==> src/rtl/regfile_pkg.sv <==
// Shared types and defaults for the scoreboarded integer register file.
// Optional feature macro: RF_BYPASS_EN (same-cycle writeback forwarding).
package regfile_pkg;

    // Sweep-then-run controller states.
    typedef enum logic {
        INIT = 1'b0,
        RUN  = 1'b1
    } state_e;

    localparam int XLEN_DEF     = 32;
    localparam int DEPTH_DEF    = 32;
    localparam int PEND_MAX_DEF = 3;

    // Width of a pending-write counter that must hold 0..pmax.
    function automatic int pend_width(input int pmax);
        return $clog2(pmax + 1);
    endfunction

    localparam int PW = pend_width(PEND_MAX_DEF);

endpackage

==> src/rtl/rf_pend_ctr.sv <==
// Saturating up/down pending-write counter for one architectural register.
// Increments are refused at PEND_MAX, decrements are dropped at zero, and a
// simultaneous accepted increment and decrement cancel out.
module rf_pend_ctr
    import regfile_pkg::*;
#(
    parameter int PEND_MAX = PEND_MAX_DEF,
    parameter int CW       = PW
) (
    input  logic          CLK,
    input  logic          clr_i,
    input  logic          inc_i,
    input  logic          dec_i,
    output logic [CW-1:0] count_o,
    output logic          full_o
);

    logic [CW-1:0] count_q, count_d;
    logic          inc_ok, dec_ok;

    assign full_o  = (count_q == CW'(PEND_MAX));
    assign inc_ok  = inc_i && !full_o;
    assign dec_ok  = dec_i && (count_q != '0);
    assign count_o = count_q;

    // Next count: clear wins, otherwise apply the net of accepted events.
    always_comb begin
        // NOTE: default assigned first so every path drives count_d and no latch is inferred.
        count_d = count_q;
        if (clr_i) begin
            count_d = '0;
        end else if (inc_ok && !dec_ok) begin
            count_d = count_q + CW'(1);
        end else if (dec_ok && !inc_ok) begin
            count_d = count_q - CW'(1);
        end
    end

    // Counter register; clearing comes in through clr_i.
    always_ff @(posedge CLK) begin
        // NOTE: non-blocking assignment so every flop samples pre-edge values.
        count_q <= count_d;
    end

endmodule

==> src/rtl/regfile_scoreboard.sv <==
// Integer register file with NREAD combinational read ports, one writeback
// port, hardwired-zero x0 and a per-register pending-write scoreboard.
// After reset a sequential sweep loads reg[i] = i, then READY rises.
// Optional feature macro: RF_BYPASS_EN forwards WB_DATA to matching reads.
module regfile_scoreboard
    import regfile_pkg::*;
#(
    parameter int  XLEN     = XLEN_DEF,
    parameter int  DEPTH    = DEPTH_DEF,
    parameter int  NREAD    = 2,
    parameter int  PEND_MAX = PEND_MAX_DEF,
    localparam int AW       = $clog2(DEPTH)
) (
    input  logic                  CLK,
    input  logic                  RESET,
    input  logic [NREAD*AW-1:0]   RADDR,
    output logic [NREAD*XLEN-1:0] RDATA,
    output logic [NREAD-1:0]      RBUSY,
    input  logic                  WB_EN,
    input  logic [AW-1:0]         WB_ADDR,
    input  logic [XLEN-1:0]       WB_DATA,
    input  logic                  RSV_EN,
    input  logic [AW-1:0]         RSV_ADDR,
    output logic                  RSV_FULL,
    output logic                  READY
);

    localparam int CW = pend_width(PEND_MAX);

    state_e                    state_q, state_d;
    logic [AW-1:0]             idx_q, idx_d;
    logic [XLEN-1:0]           mem_q [DEPTH];
    logic [DEPTH-1:0][CW-1:0]  cnt_w;
    logic [DEPTH-1:0]          full_w;
    logic                      run_w;
    logic                      ctr_clr_w;

    assign run_w     = (state_q == RUN);
    assign ctr_clr_w = RESET || !run_w;
    assign READY     = run_w;

    // Next-state logic: step the sweep index through every register, then run.
    always_comb begin
        state_d = state_q;
        idx_d   = idx_q;
        case (state_q)
            INIT: begin
                idx_d = idx_q + AW'(1);
                if (idx_q == AW'(DEPTH - 1)) begin
                    state_d = RUN;
                    idx_d   = '0;
                end
            end
            RUN:     state_d = RUN;
            default: state_d = INIT;
        endcase
    end

    // Controller state register with synchronous reset back into the sweep.
    always_ff @(posedge CLK) begin
        if (RESET) begin
            state_q <= INIT;
            idx_q   <= '0;
        end else begin
            state_q <= state_d;
            idx_q   <= idx_d;
        end
    end

    // Array write: sweep loads index values, RUN takes writeback (x0 dropped).
    always_ff @(posedge CLK) begin
        // NOTE: the array has no reset term; the init sweep defines its contents instead.
        if (!RESET) begin
            if (state_q == INIT) begin
                mem_q[idx_q] <= XLEN'(idx_q);
            end else if (WB_EN && (WB_ADDR != '0)) begin
                mem_q[WB_ADDR] <= WB_DATA;
            end
        end
    end

    // x0 has no counter: never busy, never full.
    assign cnt_w[0]  = '0;
    assign full_w[0] = 1'b0;

    for (genvar r = 1; r < DEPTH; r++) begin : g_ctr
        rf_pend_ctr #(
            .PEND_MAX (PEND_MAX),
            .CW       (CW)
        ) u_ctr (
            .CLK     (CLK),
            .clr_i   (ctr_clr_w),
            .inc_i   (run_w && RSV_EN && (RSV_ADDR == AW'(r))),
            .dec_i   (run_w && WB_EN && (WB_ADDR == AW'(r))),
            .count_o (cnt_w[r]),
            .full_o  (full_w[r])
        );
    end

    assign RSV_FULL = run_w && full_w[RSV_ADDR];

    for (genvar k = 0; k < NREAD; k++) begin : g_rd
        logic [AW-1:0]   addr_w;
        logic [XLEN-1:0] data_w;
        logic            busy_w;

        assign addr_w = RADDR[k*AW +: AW];

        // Read port: blanked during the sweep, x0 reads zero, optional forwarding.
        always_comb begin
            data_w = '0;
            busy_w = 1'b1;
            if (run_w) begin
                if (addr_w == '0) begin
                    busy_w = 1'b0;
                end else begin
                    data_w = mem_q[addr_w];
                    busy_w = (cnt_w[addr_w] != '0);
`ifdef RF_BYPASS_EN
                    if (WB_EN && (WB_ADDR == addr_w)) begin
                        data_w = WB_DATA;
                        busy_w = (cnt_w[addr_w] > CW'(1));
                    end
`endif
                end
            end
        end

        assign RDATA[k*XLEN +: XLEN] = data_w;
        assign RBUSY[k]              = busy_w;
    end

endmodule
==> config.mk <==
export PLATFORM = sky130hd
export DESIGN_NAME = regfile_scoreboard
export DESIGN_NICKNAME = d
export VERILOG_FILES = /design/src/rtl/regfile_pkg.sv /design/src/rtl/rf_pend_ctr.sv /design/src/rtl/regfile_scoreboard.sv
export SDC_FILE = /design/constraint.sdc
export NUM_CORES = 1
export LEC_CHECK = 0
export BUFFER_PORTS_ARGS = -buffer_cell sky130_fd_sc_hd__clkbuf_2
export CAP_MARGIN = 10
export CORE_UTILIZATION = 40
export DETAILED_ROUTE_END_ITERATION = 16
export SLEW_MARGIN = 0
export SYNTH_ARGS = -nofsm -noshare
export SYNTH_HDL_FRONTEND = slang
export SYNTH_SLANG_ARGS = --single-unit
export TNS_END_PERCENT = 30
==> constraint.sdc <==
create_clock -name CLK -period 3.6 [get_ports CLK]
set_input_delay 0 -clock CLK [delete_from_list [all_inputs] [get_ports CLK]]
set_output_delay 0 -clock CLK [all_outputs]
set_load 0.005 [all_outputs]
==> results of run 1 <==
==> path summary, 6_finish.rpt <==
path                                           start                                       to  slack [ns]  cells after the start
max reg2reg                         READY$_SDFF_PP0_  g_ctr[28].u_ctr.count_o[1]$_SDFFE_PP0P_        0.29                      9
max                                 READY$_SDFF_PP0_                                RDATA[62]        0.16                      5
min reg2reg  g_ctr[31].u_ctr.count_o[1]$_SDFFE_PP0P_  g_ctr[31].u_ctr.count_o[1]$_SDFFE_PP0P_        0.51                      2
min                                      RSV_ADDR[4]  g_ctr[29].u_ctr.count_o[0]$_SDFFE_PP0P_        0.07                      6
==> timing repair <==
item,4_1_cts,5_1_grt
hold endpoints to repair,206,19
hold buffers,13,1
buffers inserted,0,0
resized for setup,0,0
==> report_power, final <==
group          switching [W]  total, W  internal [W]
Sequential         0.0000366    0.0138        0.0138
Clock                0.00509    0.0120       0.00693
Combinational       0.000867   0.00155      0.000681
==> sequential cells by signal, summed over array words and instances, names as in the netlist <==
| signal | flops |
|---|---|
| READY | 1 |
| idx_q | 5 |
| mem_q | 1024 |
| g_ctr.u_ctr.count_o | 62 |
==> layout by cell type, fill, tap and decap left out, types with 5 or more instances in the layout <==
cell type / netlist / layout
a2111oi_0: 5 / 5
a211o_1: 5 / 5
a211oi_1: 16 / 16
a21o_1: 5 / 5
a21oi_1: 43 / 43
a31oi_1: 5 / 5
and2_1: 28 / 28
buf_12: 0 / 21
buf_4: 20 / 98
bufinv_16: 0 / 13
clkbuf_1: 81 / 17
clkbuf_16: 0 / 118
clkbuf_2: 0 / 118
clkinv_1: 0 / 24
clkinv_2: 0 / 25
dfxtp_1: 68 / 68
dlygate4sd3_1: 0 / 14
edfxtp_1: 1024 / 1024
ha_1: 33 / 33
mux2_2: 7 / 7
mux2i_1: 259 / 259
mux4_2: 520 / 520
nand2_1: 59 / 58
nand2b_1: 9 / 8
nand3_1: 17 / 14
nand3b_1: 16 / 16
nand4_1: 5 / 5
nor2_1: 132 / 100
nor2_4: 0 / 32
nor2b_1: 11 / 11
nor3_1: 22 / 22
nor3b_1: 11 / 11
o211ai_1: 6 / 6
o21ai_0: 41 / 41
o22ai_1: 126 / 126
or2_1: 63 / 63
or3_1: 32 / 31
xor2_1: 62 / 62
==> routing by layer <==
layer | GRT usage [%] | up-vias | share of wire, %
li1 | - | 12400 | -
met1 | 32.1 | 16300 | 40
met2 | 38.7 | 1387 | 49
met3 | 4.09 | 239 | 8.0
met4 | 6.94 | 2 | 2.6
met5 | 0 | - | 0.0084
==> cell families (layout without fill, tap and decap cells) <==
| group | Yosys count | count (layout) |
|---|---|---|
| fa+ha+maj | 33 | 33 |
| flops | 1092 | 1092 |
| buf+inv | 218 | 475 |
| compound gates | 270 | 270 |
| simple gates | 420 | 420 |
| xor+xnor | 62 | 62 |
| mux | 787 | 787 |
==> through the flow <==
step	std cells	instance area, µm²	total power, W
6_report	4881	59600	0.0274
5_1_grt	4881	59600	0.0281
4_1_cts	4879	59600	0.0276
3_5_place_dp	4653	55700	0.0156
3_3_place_gp	4653	55700	0.0156
2_1_floorplan	2882	52500	0.0152
==> critical path, delay by kind of cell (launching register included) <==
| kind | cells | cell delay, ns |
|---|---|---|
| and+or+nand+nor | 2 | 1.22 |
| AOI/OAI and AO/OA | 1 | 0.65 |
| buffers and inverters | 2 | 0.50 |
| DFF | 1 | 0.32 |
==> final cells by class <==
type                       instances  area share (%)
clock buffer                     137            5.09
clock inverter                    76            1.29
inverter                           5          0.0441
multi-input combinational       1572            32.7
sequential                      1092            53.9
tap                             1742            3.66
timing repair buffer             257            3.33
==> impl_metrics.json, run 1 <==
{
  "drt_first_iter_violations": 3648,
  "cp_slowest_cell": "nand3_2",
  "post-route-util_pct": 45.9,
  "cts-root-buf": "clkbuf_16",
  "rsz0062_at_grt": "false",
  "diodes": 0,
  "cpPeakStageDelay_ns": 0.92,
  "ys.flop_type": "edfxtp_1",
  "core_area_um2": 130000,
  "crit_chain": "buf_4, nand3_2, o22ai_1, or2_1, clkbuf_2",
  "arrival_ns": 3.44,
  "syn_area_per_cell_um2": 18.2,
  "ys_top_cells_by_area": "edfxtp_1 59%, mux4_2 22%, mux2i_1 4.9%",
  "synthAdderAreaFrac_pct": 0.787,
  "clock_path_buffers": 3,
  "holdCritPathClass": "primary input to flip-flop",
  "place_hpwl_mm": 92.2,
  "n_fill_cell": 10900,
  "numCtsBuffers": 114,
  "track_usage_pct": 23.5,
  "dieArea_um2": 133000,
  "clock.fmax_ghz": 0.291,
  "ios": 124,
  "multi_input_area_um2": 19500,
  "placementRows": 132,
  "outcome": "finished, final reports clean",
  "synth.ff_latch_count": 1092,
  "clk_pin_slew_worst_paths_ns": 0.06,
  "worst_slew_pin_slew_ns": 1.20,
  "synth_top_family_by_area": "multiplexers",
  "relSlewSlack_pct": 20.2,
  "synth_common_cells": "1024 x edfxtp_1, 520 x mux4_2, 259 x mux2i_1",
  "whs_ns": 0.0696,
  "ys_seq_area_share_pct": 61.2,
  "setup_viol": 0,
  "synth_nets": 2971,
  "required_ns": 3.60,
  "synth-simple-area-share_pct": 4.09,
  "grt_pass1_wl_mm": 224,
  "crit_path_end_kind": "output pin",
  "synth_area_leader_cell": "edfxtp_1",
  "portBuffers": 123,
  "clock-sinks": 1092,
  "synth_edf_count": 1024,
  "ys_types": 56,
  "period_minus_slack_ns": 3.44,
  "ys_warn_count": 0,
  "ir_drop_mv": 0.438,
  "via_per_inst": 6.22,
  "dp_slack_ns": 0.626,
  "cp-start-kind": "flip-flop",
  "hold_violations": 0,
  "nNetsFinal": 3131,
  "clk_latency_ns": 0.73,
  "syn_inst": 2882,
  "htree_levels": 3,
  "firstDrtPassIters": 6,
  "antenna_found_initial": 4,
  "synth_top_cell_area_share_pct": 58.6,
  "async_reset_ff_share_pct": 0,
  "slew_violations": 0,
  "die_h_um": 364,
  "wl_per_cell_um": 31.8,
  "finClkSkew_ns": 0.0270,
  "fp.dieW_um": 364,
  "vias": 30400,
  "initial_core_util_pct": 40.4,
  "synth_area_um2": 52500,
  "grt_overflow": 0,
  "synthXorXnorAreaFrac_pct": 1.04,
  "grt_pass1_vias": 31500,
  "ant_nets": 0,
  "cellLeakagePower_nw": 20.9,
  "syn_to_final_growth_pct": 13.7,
  "synth_compound_area_share_pct": 3.32,
  "synth_most_common_cell": "edfxtp_1",
  "path_max_fanout": 30,
  "drc_errors": 0,
  "critPathKind": "flip-flop to output pin",
  "gp_congestion": 0.865,
  "yosys-mux-area-fraction_pct": 27.5,
  "cts_tree": "done",
  "drive_gt1_share_pct": 31.6,
  "min_period_over_period_pct": 95.6,
  "routed_wl_mm": 155,
  "setup_ws_ns": 0.160,
  "regArea_um2": 32100,
  "cap_violations": 0,
  "power_density_nw_per_um2": 459,
  "setup_tns_ns": 0,
  "grt_max_degree": 101
}
No activity file was read; power rests on OpenSTA's default activity.
==> run 2, diff against run 1 <==
--- a/config.mk
+++ b/config.mk
@@ -5,6 +5,7 @@
 export SDC_FILE = /design/constraint.sdc
 export NUM_CORES = 1
 export LEC_CHECK = 0
+export ABC_AREA = 0
 export BUFFER_PORTS_ARGS = -buffer_cell sky130_fd_sc_hd__clkbuf_2
 export CAP_MARGIN = 10
 export CORE_UTILIZATION = 40
@@ -12,5 +13,6 @@
 export SLEW_MARGIN = 0
 export SYNTH_ARGS = -nofsm -noshare
 export SYNTH_HDL_FRONTEND = slang
+export SYNTH_HIERARCHICAL = 1
 export SYNTH_SLANG_ARGS = --single-unit
 export TNS_END_PERCENT = 30
==> constraint.sdc (replaced) <==
create_clock -name CLK -period 3.6 [get_ports CLK]
set_input_delay 0 -clock CLK [delete_from_list [all_inputs] [get_ports CLK]]
set_output_delay 0 -clock CLK [all_outputs]
set_load 0.01 [all_outputs]
==> impl_metrics.json, run 2 <==
{
  "outcome": "finished, final reports clean",
  "rsz0062_at_grt": "false",
  "switchingPower_w": 0.00600,
  "worst_path_most_repeated_cell": "buf_4",
  "vias": 30600,
  "cts_tree": "done",
  "arrival_ns": 3.04,
  "htree_levels": 3,
  "cts-root-buf": "clkbuf_16",
  "syn_area_per_cell_um2": 17.9,
  "whs_ns": 0.0764,
  "path_max_fanout": 48,
  "final_common_cell": "edfxtp_1",
  "ys_warn_count": 6,
  "holdPathEnd": "mem_q[13][12]$_DFFE_PP_",
  "gp_congestion": 0.831,
  "grt_pass1_vias": 32200,
  "post-cts-setup-buffers": 0,
  "via_per_inst": 6.15,
  "grt_max_degree": 68,
  "grt_pass1_wl_mm": 223,
  "final_cells": 4983,
  "p_int_w": 0.0210,
  "critPathKind": "flip-flop to output pin",
  "hp-start": "WB_DATA[12]",
  "ys_seq_area_share_pct": 60.7,
  "ir_drop_mv": 0.380,
  "initial_core_util_pct": 40.3,
  "syn_to_final_growth_pct": 13.7,
  "track_usage_pct": 23.3,
  "drive_gt1_share_pct": 34.9,
  "period_minus_slack_ns": 3.04,
  "cap_violations": 0,
  "ios": 124,
  "nNetsFinal": 3230,
  "clock-sinks": 1092,
  "ant_nets": 0,
  "ys.flop_type": "edfxtp_1",
  "place_inst": 4768,
  "combPwrFrac_pct": 6.6,
  "synth_most_common_cell": "edfxtp_1",
  "required_ns": 3.60,
  "holdBufCountCts": 14,
  "synth_area_um2": 52900,
  "mostFrequentLayoutCells": "1024 x edfxtp_1, 596 x mux4_2, 191 x nor2_1",
  "worst_slew_pin_slew_ns": 1.19,
  "postCtsResizedCells": 0,
  "diodes": 0,
  "p_sw_share_pct": 22.2,
  "grt_overflow": 0,
  "reg2regPathDepth": 6,
  "r2r-start": "READY$_SDFF_PP0_",
  "placementRows": 133,
  "largest_reg_flops": 1024,
  "n_fill_cell": 11000,
  "synth_common_cells": "1024 x edfxtp_1, 596 x mux4_2, 223 x nor2_1",
  "synth_edf_count": 1024,
  "portBuffers": 123,
  "synth_nets": 3043,
  "r2r_slack_ns": 0.62,
  "min_period_over_period_pct": 84.6,
  "antenna_found_initial": 1,
  "worstReg2RegEnd": "mem_q[20][21]$_DFFE_PP_",
  "core_area_um2": 131000,
  "syn_inst": 2954,
  "seq_power_share_pct": 51.2,
  "cp-start-kind": "flip-flop",
  "relSlewSlack_pct": 21.0,
  "crit_chain": "buf_4, nand3_2, buf_4, o21ai_1, clkbuf_2",
  "finClkSkew_ns": 0.0321,
  "power_density_nw_per_um2": 449,
  "wl_per_cell_um": 30.8,
  "routed_wl_mm": 153,
  "drt_first_iter_violations": 3431,
  "cp_slowest_cell": "buf_4",
  "dieArea_um2": 134000,
  "ys_top_cells_by_area": "edfxtp_1 58%, mux4_2 25%, dfxtp_1 2.6%",
  "clock.fmax_ghz": 0.329,
  "cellLeakagePower_nw": 20.7,
  "clk_pin_slew_worst_paths_ns": 0.06,
  "hold_depth": 3,
  "cpPeakStageDelay_ns": 0.54,
  "synth_top_cell_area_share_pct": 58.1,
  "clock_power_share_pct": 42.2,
  "fp.dieW_um": 366,
  "crit_path_end_kind": "output pin",
  "synth.ff_latch_count": 1092,
  "setup_viol": 0,
  "die_h_um": 366,
  "holdCritPathClass": "primary input to flip-flop",
  "clock_path_buffers": 3,
  "ys_types": 56,
  "top_register": "mem_q",
  "place_hpwl_mm": 94.0,
  "setup_tns_ns": 0,
  "slew_violations": 0,
  "hold_violations": 0,
  "numCtsBuffers": 110,
  "firstDrtPassIters": 5,
  "drc_errors": 0,
  "synth_area_leader_cell": "edfxtp_1",
  "clk_latency_ns": 0.74,
  "async_reset_ff_share_pct": 0
}
-- run 2: cell types whose count changed after synthesis, moves of 28 or more --
cell / before / now
nand3_1: 17 / 72
or2_1: 63 / 0
o21ai_1: 1 / 64
and2_2: 0 / 31
mux2i_1: 259 / 66
o21ai_0: 41 / 69
nor2_1: 132 / 223
a21oi_1: 43 / 99
nand2_1: 59 / 121
o22ai_1: 126 / 1
mux4_2: 520 / 596
-- run 2: logic make-up (layout without fill, tap and decap cells) --
family | after synthesis | count (layout) | synth area share (%)
mux | 700 | 700 | 27.5
fa+ha+maj | 33 | 33 | 0.780
compound gates | 260 | 260 | 2.63
buf+inv | 220 | 494 | 2.15
xor+xnor | 62 | 62 | 1.03
simple gates | 587 | 587 | 5.20
flops | 1092 | 1092 | 60.7
-- run 2: how the worst max path moves through the flow --
stage,depth (start not counted),endpoint,startpoint
after CTS,5,RDATA[46],READY$_SDFF_PP0_
after floorplan,7,mem_q[25][0]$_DFFE_PP_,READY$_SDFF_PP0_
final,5,RDATA[44],READY$_SDFF_PP0_
after global placement,7,mem_q[20][24]$_DFFE_PP_,WB_ADDR[0]
after detailed placement,7,mem_q[20][18]$_DFFE_PP_,WB_ADDR[0]
after global routing,5,RDATA[46],READY$_SDFF_PP0_
-- run 2: metrics by stage --
| step | total power (W) | instance area [µm²] | util, % | setup WS (ns) |
|---|---|---|---|---|
| 2_1_floorplan | 0.0153 | 52900 | - | 0.282 |
| 3_3_place_gp | 0.0159 | 56500 | 43.0 | 0.458 |
| 3_5_place_dp | 0.0159 | 56500 | 43.0 | 0.371 |
| 4_1_cts | 0.0272 | 60100 | 45.8 | 0.510 |
| 5_1_grt | 0.0277 | 60200 | 45.8 | 0.477 |
| 6_report | 0.0270 | 60200 | 45.8 | 0.556 |
-- run 2: layout make-up --
cell class                      instances  area, µm²  area share [%]
Clock buffer                          139       2900            4.83
Clock inverter                         60        606            1.01
Inverter                               13       50.0          0.0832
Multi-Input combinational cell       1642      19900            33.1
Sequential cell                      1092      32100            53.4
Tap cell                             1755       2200            3.65
Timing Repair Buffer                  282       2370            3.95
-- run 2: critical path, delay by kind of cell, from the launching register on --
family / cells / cell delay (ns)
AND/OR/NAND/NOR: 1 / 0.36
AO/OA/AOI/OAI: 1 / 0.40
flip-flops: 1 / 0.35
buffers and inverters: 3 / 1.14
-- run 2: metal layers --
metal / GRT usage [%] / vias to the layer above / part of all wire, %
met2: 38.3 / 1367 / 49
met5: 0 / - / 0
met3: 4.27 / 237 / 8.0
met4: 7.36 / 0 / 2.9
met1: 31.4 / 16400 / 40
li1: - / 12600 / -
-- run 2: power by group through the flow --
| stage | registers, W | logic, W | clock network (W) |
|---|---|---|---|
| after floorplan | 0.0141 | 0.00122 | 0 |
| after global placement | 0.0141 | 0.00177 | 0 |
| after detailed placement | 0.0141 | 0.00179 | 0 |
| after CTS | 0.0138 | 0.00180 | 0.0116 |
| after global routing | 0.0138 | 0.00189 | 0.0120 |
| final | 0.0138 | 0.00179 | 0.0114 |
